`src/rtl/stream_slip_encoder_if.sv`:
```
// Byte stream bundle: framed input (data + eof) and encoded output, each with valid/ready.
// The producer of din and consumer of dout uses master; the encoder uses slave.
interface stream_slip_encoder_if;
    logic       din_valid;
    logic       din_ready;
    logic [7:0] din_data;
    logic       din_eof;
    logic       dout_valid;
    logic       dout_ready;
    logic [7:0] dout_data;

    modport master (
        output din_valid, din_data, din_eof, dout_ready,
        input  din_ready, dout_valid, dout_data
    );

    modport slave (
        input  din_valid, din_data, din_eof, dout_ready,
        output din_ready, dout_valid, dout_data
    );
endinterface

```
`src/rtl/stream_slip_encoder.sv`:
```
// SLIP (RFC 1055) framer: eof-delimited bytes in, escaped END-delimited bytes out; 1-cycle registered latency.
// A stalled output (dout_valid && !dout_ready) freezes state, pend and the output byte; din_ready drops with it.
module stream_slip_encoder #(
    parameter logic [7:0] EndChar    = 8'hC0,
    parameter logic [7:0] EscChar    = 8'hDB,
    parameter logic [7:0] EscEnd     = 8'hDC,
    parameter logic [7:0] EscEsc     = 8'hDD,
    parameter bit         LeadingEnd = 1'b1,
    parameter int         CountBits  = 16
) (
    input  logic                 clk,
    input  logic                 rst,
    stream_slip_encoder_if.slave bus,
    output logic                 frame_done,
    output logic [CountBits-1:0] frame_count
);

    typedef enum logic [1:0] {ST_SOF, ST_DATA, ST_ESC, ST_EOF} state_t;

    localparam state_t StartState = LeadingEnd ? ST_SOF : ST_DATA;

    state_t     state;
    state_t     state_nxt;
    logic [7:0] pend;
    logic       pend_eof;

    logic       load_ok;
    logic       accept;
    logic       din_is_end;
    logic       din_is_esc;
    logic       load;
    logic [7:0] load_data;
    logic       pend_load;
    logic [7:0] pend_data;
    logic       done;

    assign load_ok       = !bus.dout_valid || bus.dout_ready;
    assign bus.din_ready = (state == ST_DATA) && load_ok;
    assign accept        = bus.din_valid && bus.din_ready;
    assign din_is_end    = (bus.din_data == EndChar);
    assign din_is_esc    = (bus.din_data == EscChar);

    always_ff @(posedge clk or posedge rst) begin
        if (rst) begin
            state <= StartState;
        end else begin
            state <= state_nxt;
        end
    end

    always_comb begin
        state_nxt = state;
        case (state)
            ST_SOF: begin
                // The leading END is only sent once a frame is actually waiting.
                if (bus.din_valid && load_ok) begin
                    state_nxt = ST_DATA;
                end
            end
            ST_DATA: begin
                if (accept) begin
                    if (din_is_end || din_is_esc) begin
                        state_nxt = ST_ESC;
                    end else if (bus.din_eof) begin
                        state_nxt = ST_EOF;
                    end
                end
            end
            ST_ESC: begin
                if (load_ok) begin
                    state_nxt = pend_eof ? ST_EOF : ST_DATA;
                end
            end
            ST_EOF: begin
                if (load_ok) begin
                    state_nxt = StartState;
                end
            end
            default: state_nxt = StartState;
        endcase
    end

    always_comb begin
        load      = 1'b0;
        load_data = 8'h00;
        pend_load = 1'b0;
        pend_data = pend;
        done      = 1'b0;
        case (state)
            ST_SOF: begin
                if (bus.din_valid && load_ok) begin
                    load      = 1'b1;
                    load_data = EndChar;
                end
            end
            ST_DATA: begin
                if (accept) begin
                    load = 1'b1;
                    if (din_is_end || din_is_esc) begin
                        load_data = EscChar;
                        pend_load = 1'b1;
                        pend_data = din_is_end ? EscEnd : EscEsc;
                    end else begin
                        load_data = bus.din_data;
                    end
                end
            end
            ST_ESC: begin
                if (load_ok) begin
                    load      = 1'b1;
                    load_data = pend;
                end
            end
            ST_EOF: begin
                if (load_ok) begin
                    load      = 1'b1;
                    load_data = EndChar;
                    done      = 1'b1;
                end
            end
            default: begin
                load = 1'b0;
            end
        endcase
    end

    always_ff @(posedge clk or posedge rst) begin
        if (rst) begin
            bus.dout_valid <= 1'b0;
            bus.dout_data  <= 8'h00;
            pend           <= 8'h00;
            pend_eof       <= 1'b0;
            frame_done     <= 1'b0;
            frame_count    <= '0;
        end else begin
            frame_done <= done;
            if (load) begin
                bus.dout_valid <= 1'b1;
                bus.dout_data  <= load_data;
            end else if (load_ok) begin
                bus.dout_valid <= 1'b0;
            end
            // The eof of an escaped byte travels with the second half of the pair.
            if (pend_load) begin
                pend     <= pend_data;
                pend_eof <= bus.din_eof;
            end
            if (done) begin
                frame_count <= frame_count + {{(CountBits-1){1'b0}}, 1'b1};
            end
        end
    end

endmodule

```
`src/flat_wrapper.sv`:
```
// flat-port wrapper written by rule: the top's interface ports become plain ports
module stream_slip_encoder_flat 
#(
    parameter logic [7:0] EndChar    = 8'hC0,
    parameter logic [7:0] EscChar    = 8'hDB,
    parameter logic [7:0] EscEnd     = 8'hDC,
    parameter logic [7:0] EscEsc     = 8'hDD,
    parameter bit         LeadingEnd = 1'b1,
    parameter int         CountBits  = 16
)
  (clk, rst, frame_done, frame_count, bus_din_valid, bus_din_data, bus_din_eof, bus_dout_ready, bus_din_ready, bus_dout_valid, bus_dout_data);
  stream_slip_encoder_if bus_i ();
  input  logic clk;
  input  logic rst;
  output logic frame_done;
  output logic [CountBits-1:0] frame_count;
  input wire logic [$bits(bus_i.din_valid)-1:0] bus_din_valid;
  input wire logic [$bits(bus_i.din_data)-1:0] bus_din_data;
  input wire logic [$bits(bus_i.din_eof)-1:0] bus_din_eof;
  input wire logic [$bits(bus_i.dout_ready)-1:0] bus_dout_ready;
  output wire logic [$bits(bus_i.din_ready)-1:0] bus_din_ready;
  output wire logic [$bits(bus_i.dout_valid)-1:0] bus_dout_valid;
  output wire logic [$bits(bus_i.dout_data)-1:0] bus_dout_data;
  assign bus_i.din_valid = bus_din_valid;
  assign bus_i.din_data = bus_din_data;
  assign bus_i.din_eof = bus_din_eof;
  assign bus_i.dout_ready = bus_dout_ready;
  assign bus_din_ready = bus_i.din_ready;
  assign bus_dout_valid = bus_i.dout_valid;
  assign bus_dout_data = bus_i.dout_data;
  stream_slip_encoder #(.EndChar(EndChar), .EscChar(EscChar), .EscEnd(EscEnd), .EscEsc(EscEsc), .LeadingEnd(LeadingEnd), .CountBits(CountBits)) u_core (.clk(clk), .rst(rst), .bus(bus_i), .frame_done(frame_done), .frame_count(frame_count));
endmodule
```
`config.mk`:
```
export PLATFORM = sky130hd
export DESIGN_NAME = stream_slip_encoder_flat
export DESIGN_NICKNAME = d
export VERILOG_FILES = /design/src/rtl/stream_slip_encoder_if.sv /design/src/rtl/stream_slip_encoder.sv /design/src/flat_wrapper.sv
export SDC_FILE = /design/constraint.sdc
export NUM_CORES = 1
export LEC_CHECK = 0
export ABC_AREA = 0
export BUFFER_PORTS_ARGS = -buffer_cell sky130_fd_sc_hd__buf_2
export CAP_MARGIN = 10
export CORE_UTILIZATION = 50
export DETAILED_ROUTE_END_ITERATION = 16
export GPL_ROUTABILITY_DRIVEN = 0
export PLACE_DENSITY_LB_ADDON = 0.05
export SYNTH_ARGS = -nofsm -noshare
export SYNTH_HDL_FRONTEND = slang
export SYNTH_SLANG_ARGS = --single-unit
```
`constraint.sdc`:
```
create_clock -name clk -period 2.3 [get_ports clk]
set_clock_uncertainty 0.2 [all_clocks]
set_input_delay 0.23 -clock clk [delete_from_list [all_inputs] [get_ports clk]]
set_output_delay 0.23 -clock clk [all_outputs]
set_load 0.01 [all_outputs]
```
==> run_results.csv, run 1 <==
group,metric,value,unit
run_status,status,"finished, final reports clean",
routing,route.detailed.drc,0,
cells_and_area,nNetsFinal,204,
floorplanning,dieArea,0.002998,mm²
routing,via_per_inst,5.149,
synth,synth_nets,144,
setup_path,cp_slowest_cell,"dlygate4sd3_1",
setup_path,cp_max_fo,4,
timing,period_needed,2.217,ns
floorplanning,die_w,54.75,µm
placed_design,portBuffers,39,
setup_path,crit_chain,"dlygate4sd3_1 -> buf_2 -> or4_4 -> a2111oi_4 -> nand2_2 -> mux2_4",
setup_path,r2r_setup_slack,0.16,ns
power,vdd_drop_max,0.7213,mV
timing,finalSetupViolCount,0,
floorplanning,core_area,0.002545,mm²
timing,grt_setup_unrepaired,"no",
floorplanning,fp-row-count,18,
hold_path,hold_path_class,"in -> reg",
clock_network,cts_buffers,5,
timing,setup-tns-final,0,ns
setup_path,r2r-start,"u_core.state[1]",
routing,vias,1138,
setup_path,arrival,2.24,ns
clock_network,max-clock-path-buffers,2,
synth,ys_ff_latch,31,
timing,slew_headroom,54.99,%
run,maxCapViolCount,0,
clock_network,h-tree-depth,2,
clock_network,cts_num_sinks,31,
setup_path,crit_type,"in -> reg",
cells_and_area,fill_cells,197,
synth,synth.avg_cell_area,10.70,µm²
routing,post_drt_wl_per_cell,13.08,µm
synth,ys_warn_count,0,
cells_and_area,antennaDiodeCount,0,
setup_path,crit_start,"bus_din_data[1]",
power,power,1507,µW
clock_network,clock-root-buffer,"clkbuf_4",
cells_and_area,syn_to_final_growth,32.55,%
setup_path,required,2.33,ns
routing,wl,2890,µm
synth,synth_area,0.001391,mm²
clock_network,cts_setup_buffers,0,
synth,synthFlopType,"dfrtp_1",
setup_path,r2r_end,"u_core.pend[0]",
synth,synthArstFlopShare,100.0,%
floorplanning,ios,40,
setup_path,crit_path_end_kind,"flop",
timing,finalHoldViolations,0,
floorplanning,initial_core_util,54.67,%
timing,fmax,0.4511,GHz
synth,ys_seq_area_share,55.76,%
synth,synth_edf_count,0,
power,total_leakage_power,0.0008980,µW
floorplanning,die_y,54.75,µm
global_routing,grt_max_degree,32,
global_routing,antenna_found_initial,0,
timing,tightest_slew,0.6681,ns
power,powerDensity,816.9,mW/mm²
clock_network,clk_latency,0.33,ns
global_routing,track_usage,22.25,%
routing,drtAntennaViolNets,0,
setup_path,cp_slowest_stage_delay,0.54,ns
global_routing,grt_pass1_vias,1008,
timing,fin_crit_sh,96.37,%
global_routing,gr-total-overflow,0,
placed_design,dp_hpwl,2041,µm
setup_path,endpoint,"u_core.pend_eof",
synth,synth_cells,130,
clock_network,clkTransAtPathRegs,0.09,ns
setup_path,start_kind,"input port",
clock_network,cts_tree,"built",
setup_path,reg2reg_depth,4,
cells_and_area,layout-drive-gt1-share,31.41,%
synth,ys_types,34,
routing,drt-initial-drc-count,18,
routing,firstDrtPassIters,4,
global_routing,grt_first_pass_wirelength,4464,µm
timing,slew_violations,0,
==> per-layer routing <==
metal / vias up / GRT usage, % / part of all wire [%]
met3: 5 / 9.167 / 5.4
met5: - / 0 / 0
met2: 31 / 33.94 / 46
met4: 0 / 7.692 / 1.3
met1: 528 / 28.15 / 47
li1: 574 / - / -
==> layout make-up <==
cell class,instances,area (µm²),share of cell area (%)
Sequential cell,31,775.7,42.06
Multi-Input combinational cell,96,604.3,32.77
Timing Repair Buffer,54,332.8,18.05
Clock buffer,6,51.30,2.782
Tap cell,30,37.54,2.035
Clock inverter,2,35.03,1.900
Inverter,2,7.507,0.4071
==> critical path: cells and delay by family <==
| kind | cells | cell delay (ns) |
|---|---|---|
| AO/OA/AOI/OAI | 1 | 0.39 |
| AND/OR/NAND/NOR | 2 | 0.64 |
| buffers and inverters | 2 | 0.68 |
| multiplexers | 1 | 0.30 |
==> layout by cell type (no fill, tap or decap), types with 2 or more instances in the layout <==
master,Yosys,final
clkbuf_4,0,5
buf_2,0,39
xor2_1,5,5
inv_1,2,2
buf_4,0,5
xnor2_1,10,10
nor2_1,8,8
o21ai_0,7,7
nor2b_1,2,2
a21oi_1,3,3
nand4_1,4,4
nand3_1,8,8
nor3b_1,2,2
o211ai_1,2,2
nor3_1,3,3
dlygate4sd3_1,0,10
dfrtp_1,31,31
nand2_1,23,23
==> cells in the mapped netlist, types with 2 or more instances <==
| cell | count | area share, % |
|---|---|---|
| nand4_1 | 4 | 1.8 |
| o21ai_0 | 7 | 2.5 |
| a21oi_1 | 3 | 1.1 |
| nor3b_1 | 2 | 1.1 |
| inv_1 | 2 | 0.54 |
| nor3_1 | 3 | 1.1 |
| dfrtp_1 | 31 | 56 |
| xor2_1 | 5 | 3.1 |
| nand3_1 | 8 | 2.9 |
| xnor2_1 | 10 | 6.3 |
| nor2_1 | 8 | 2.2 |
| nand2_1 | 23 | 6.2 |
| nor2b_1 | 2 | 0.90 |
| o211ai_1 | 2 | 1.1 |
==> registers in the layout, indices dropped and copies added, names as in the netlist <==
name	cells
u_core.bus.dout_data	8
u_core.state	2
u_core.pend	2
u_core.frame_done	1
u_core.bus.dout_valid	1
u_core.pend_eof	1
u_core.frame_count	16
==> repair_timing <==
action                                 4_1_cts  5_1_grt
gates resized for setup                      0        0
endpoints found under the hold margin       41        0
hold buffers                                10        0
==> per-stage QoR <==
| stage | instances | setup WS, ns | cell area (µm²) | hold slack [ns] | util [%] |
|---|---|---|---|---|---|
| finish | 221 | 0.08338 | 1844 | 0.01368 | 72.47 |
| floorplan | 130 | 0.3273 | 1391 | 0.1335 | - |
| global route | 221 | 0.01089 | 1844 | 0.001900 | 72.47 |
| global placement | 203 | 0.2831 | 1658 | 0.1230 | 65.14 |
| detailed placement | 203 | 0.1898 | 1658 | 0.1250 | 65.14 |
| CTS | 221 | 0.08601 | 1844 | 0.01008 | 72.47 |
==> cells by family (layout without fill, tap and decap cells) <==
group | Yosys count | count (layout) | synth area share (%)
and+or+nand+nor | 61 | 61 | 22.21
AOI/OAI and AO/OA | 17 | 17 | 8.993
muxes | 2 | 2 | 1.888
xor gates and xnor gates | 15 | 15 | 9.442
buffers and inverters | 3 | 64 | 0.8093
adders and majority gates | 1 | 1 | 0.8991
DFF | 31 | 31 | 55.76
==> worst min path at each step <==
stage | from | endpoint | slack (ns) | cells after the start
global placement | rst | u_core.frame_count[15] | 0.12 | 3
CTS | bus_din_data[4] | u_core.pend[0] | 0.01 | 3
detailed placement | rst | u_core.frame_count[14] | 0.13 | 3
global route | bus_din_data[3] | u_core.pend[0] | 0.002 | 3
finish | bus_din_data[4] | u_core.pend[0] | 0.01 | 3
floorplan | rst | u_core.bus.dout_data[0] | 0.13 | 1
==> report_power, final <==
part / internal (µW) / total (µW) / switching [µW]
Combinational: 162 / 341 / 180
Sequential: 636 / 722 / 86.1
Clock: 257 / 443 / 186
Total: 1050 / 1510 / 452
No activity file was read; power rests on OpenSTA's default activity.
==> inputs of run 2 (changes only) <==
==> constraint.sdc (replaced) <==
create_clock -name clk -period 2.3 [get_ports clk]
set_clock_uncertainty 0.2 [all_clocks]
set_input_delay 0.46 -clock clk [delete_from_list [all_inputs] [get_ports clk]]
set_output_delay 0.46 -clock clk [all_outputs]
set_load 0.01 [all_outputs]
==> run 2 against run 1 <==
- cell count down 3.2%
- largest power group unchanged
- critical path type is now reg -> reg
- worst hold slack improved by 0.15 ns
- critical path depth decreased by 2
- highest routed layer unchanged
- critical endpoint is now u_core.pend[0]
- die area unchanged
- combinational power rose by 2%
- routed wire length down 0.10%
==> run_results.csv, run 2 (synthesis results as in run 1) <==
group,metric,value,unit
global_routing,grt_pass1_vias,1109,
floorplanning,die_w,54.75,µm
run_status,status,"finished, final reports clean",
routing,route.detailed.drc,0,
setup_path,crit_path_end_kind,"flop",
run,maxCapViolCount,0,
global_routing,grt_first_pass_wirelength,4795,µm
routing,vias,1116,
hold_path,hp-start,"bus_din_valid",
floorplanning,dieArea,0.002998,mm²
timing,worst_slack,0.2473,ns
routing,drtAntennaViolNets,0,
placed_design,preCtsSetupSlack,0.05745,ns
setup_path,crit_chain,"nor2b_2 -> or4b_2 -> o41ai_1 -> o211ai_1",
setup_path,arrival,2.06,ns
floorplanning,fp-row-count,18,
cells_and_area,stdcell_count,214,
clock_network,clock-root-buffer,"clkbuf_4",
setup_path,start_kind,"flop",
cells_and_area,top_regs,"u_core.frame_count: 16 flops, u_core.bus.dout_data: 8 flops",
setup_path,crit_type,"reg -> reg",
floorplanning,core_area,0.002545,mm²
routing,via_per_inst,5.215,
setup_path,crit_start,"u_core.bus.dout_valid",
timing,whs,0.1661,ns
clock_network,cts_setup_buffers,0,
hold_path,hold_path_class,"in -> reg",
power,power,1360,µW
clock_network,max-clock-path-buffers,2,
floorplanning,die_y,54.75,µm
placed_design,portBuffers,39,
cells_and_area,nNetsFinal,197,
clock_network,clk_latency,0.33,ns
timing,finalSetupViolCount,0,
clock_network,cts_tree,"built",
placed_design,dp_hpwl,2158,µm
timing,fin_crit_sh,89.25,%
global_routing,antenna_found_initial,0,
timing,finalHoldViolations,0,
power,vdd_drop_max,0.5403,mV
clock_network,cts_buffers,5,
placed_design,dp_cells,205,
routing,firstDrtPassIters,4,
timing,setup-tns-final,0,ns
cells_and_area,antennaDiodeCount,0,
floorplanning,ios,40,
global_routing,grt_max_degree,32,
timing,fmax,0.4872,GHz
timing,grt_setup_unrepaired,"no",
clock_network,clkTransAtPathRegs,0.09,ns
timing,tightest_slew,0.7047,ns
cells_and_area,largest_reg_flops,16,
power,total_leakage_power,0.0008541,µW
setup_path,r2r_setup_slack,0.25,ns
cells_and_area,layout-drive-gt1-share,33.15,%
timing,period_needed,2.053,ns
cells_and_area,max_flop_register,"u_core.frame_count",
clock_network,cts_num_sinks,31,
global_routing,gr-total-overflow,0,
routing,post_drt_wl_per_cell,13.49,µm
setup_path,required,2.31,ns
setup_path,cp_slowest_cell,"or4b_2",
cells_and_area,layout_commonest_cell,"buf_2",
global_routing,track_usage,23.38,%
power,powerDensity,783.6,mW/mm²
routing,wl,2887,µm
timing,slew_headroom,52.52,%
cells_and_area,layout_common_cells,"buf_2, dfrtp_1, nand2_1, xnor2_1",
setup_path,r2r-start,"u_core.bus.dout_valid",
routing,drt-initial-drc-count,27,
setup_path,cp_slowest_stage_delay,0.70,ns
clock_network,h-tree-depth,2,
cells_and_area,syn_to_final_growth,24.73,%
timing,slew_violations,0,
setup_path,cp_max_fo,11,
floorplanning,initial_core_util,54.67,%
run 2: cell types whose count changed in the layout (fill, tap and decap cells not counted):
cell / previous run / this run
clkbuf_8: 1 / 0
clkbuf_1: 0 / 2
nor2b_1: 2 / 1
bufinv_16: 1 / 0
dlygate4sd3_1: 10 / 1
buf_4: 5 / 7
nor2b_2: 0 / 1
run 2: repair_timing:
item / in CTS / in global routing
endpoints found under the hold margin: 31 / 0
hold buffers: 1 / 0
gates resized for setup: 0 / 1
endpoints found under the setup margin: 0 / 1
run 2: layout make-up:
cell class,instances,area [µm²]
Clock buffer,7,45.04
Clock inverter,1,5.005
Fill cell,218,809.5
Inverter,2,7.507
Multi-Input combinational cell,96,606.8
Sequential cell,31,775.7
Tap cell,30,37.54
Timing Repair Buffer,47,257.7
run 2: through the flow:
step	util (%)	cell area (µm²)
finish	68.19	1735
global route	68.19	1735
CTS	68.09	1733
detailed placement	65.73	1673
global placement	65.73	1673
floorplan	-	1391
run 2: power breakdown:
part / switching (µW) / internal (µW) / total, µW
Sequential: 76.3 / 636 / 713
Combinational: 189 / 159 / 348
Clock: 181 / 119 / 300
run 2: critical path: cells and delay by family, from the launching register on:
family / cells / cell delay (ns)
DFF: 1 / 0.41
and+or+nand+nor: 2 / 0.93
AOI/OAI and AO/OA: 2 / 0.39
run 2: metal layers:
layer  track usage [%]  vias to the layer above  routed length (µm)
met4             14.53                        0                  59
met5                 0                        -                   0
li1                  -                      559                   -
met2             34.54                       34                1241
met1             29.91                      515                1441
met3             6.389                        8                 145
run 2: final timing paths:
| kind | endpoint | cells after the start |
|---|---|---|
| max | u_core.pend[0] | 4 |
| min | u_core.bus.dout_valid | 3 |
| max reg2reg | u_core.pend[0] | 4 |
| min reg2reg | u_core.bus.dout_data[1] | 2 |
| max in group asynchronous | u_core.frame_count[0] | 4 |
| min in group asynchronous | u_core.state[1] | 4 |
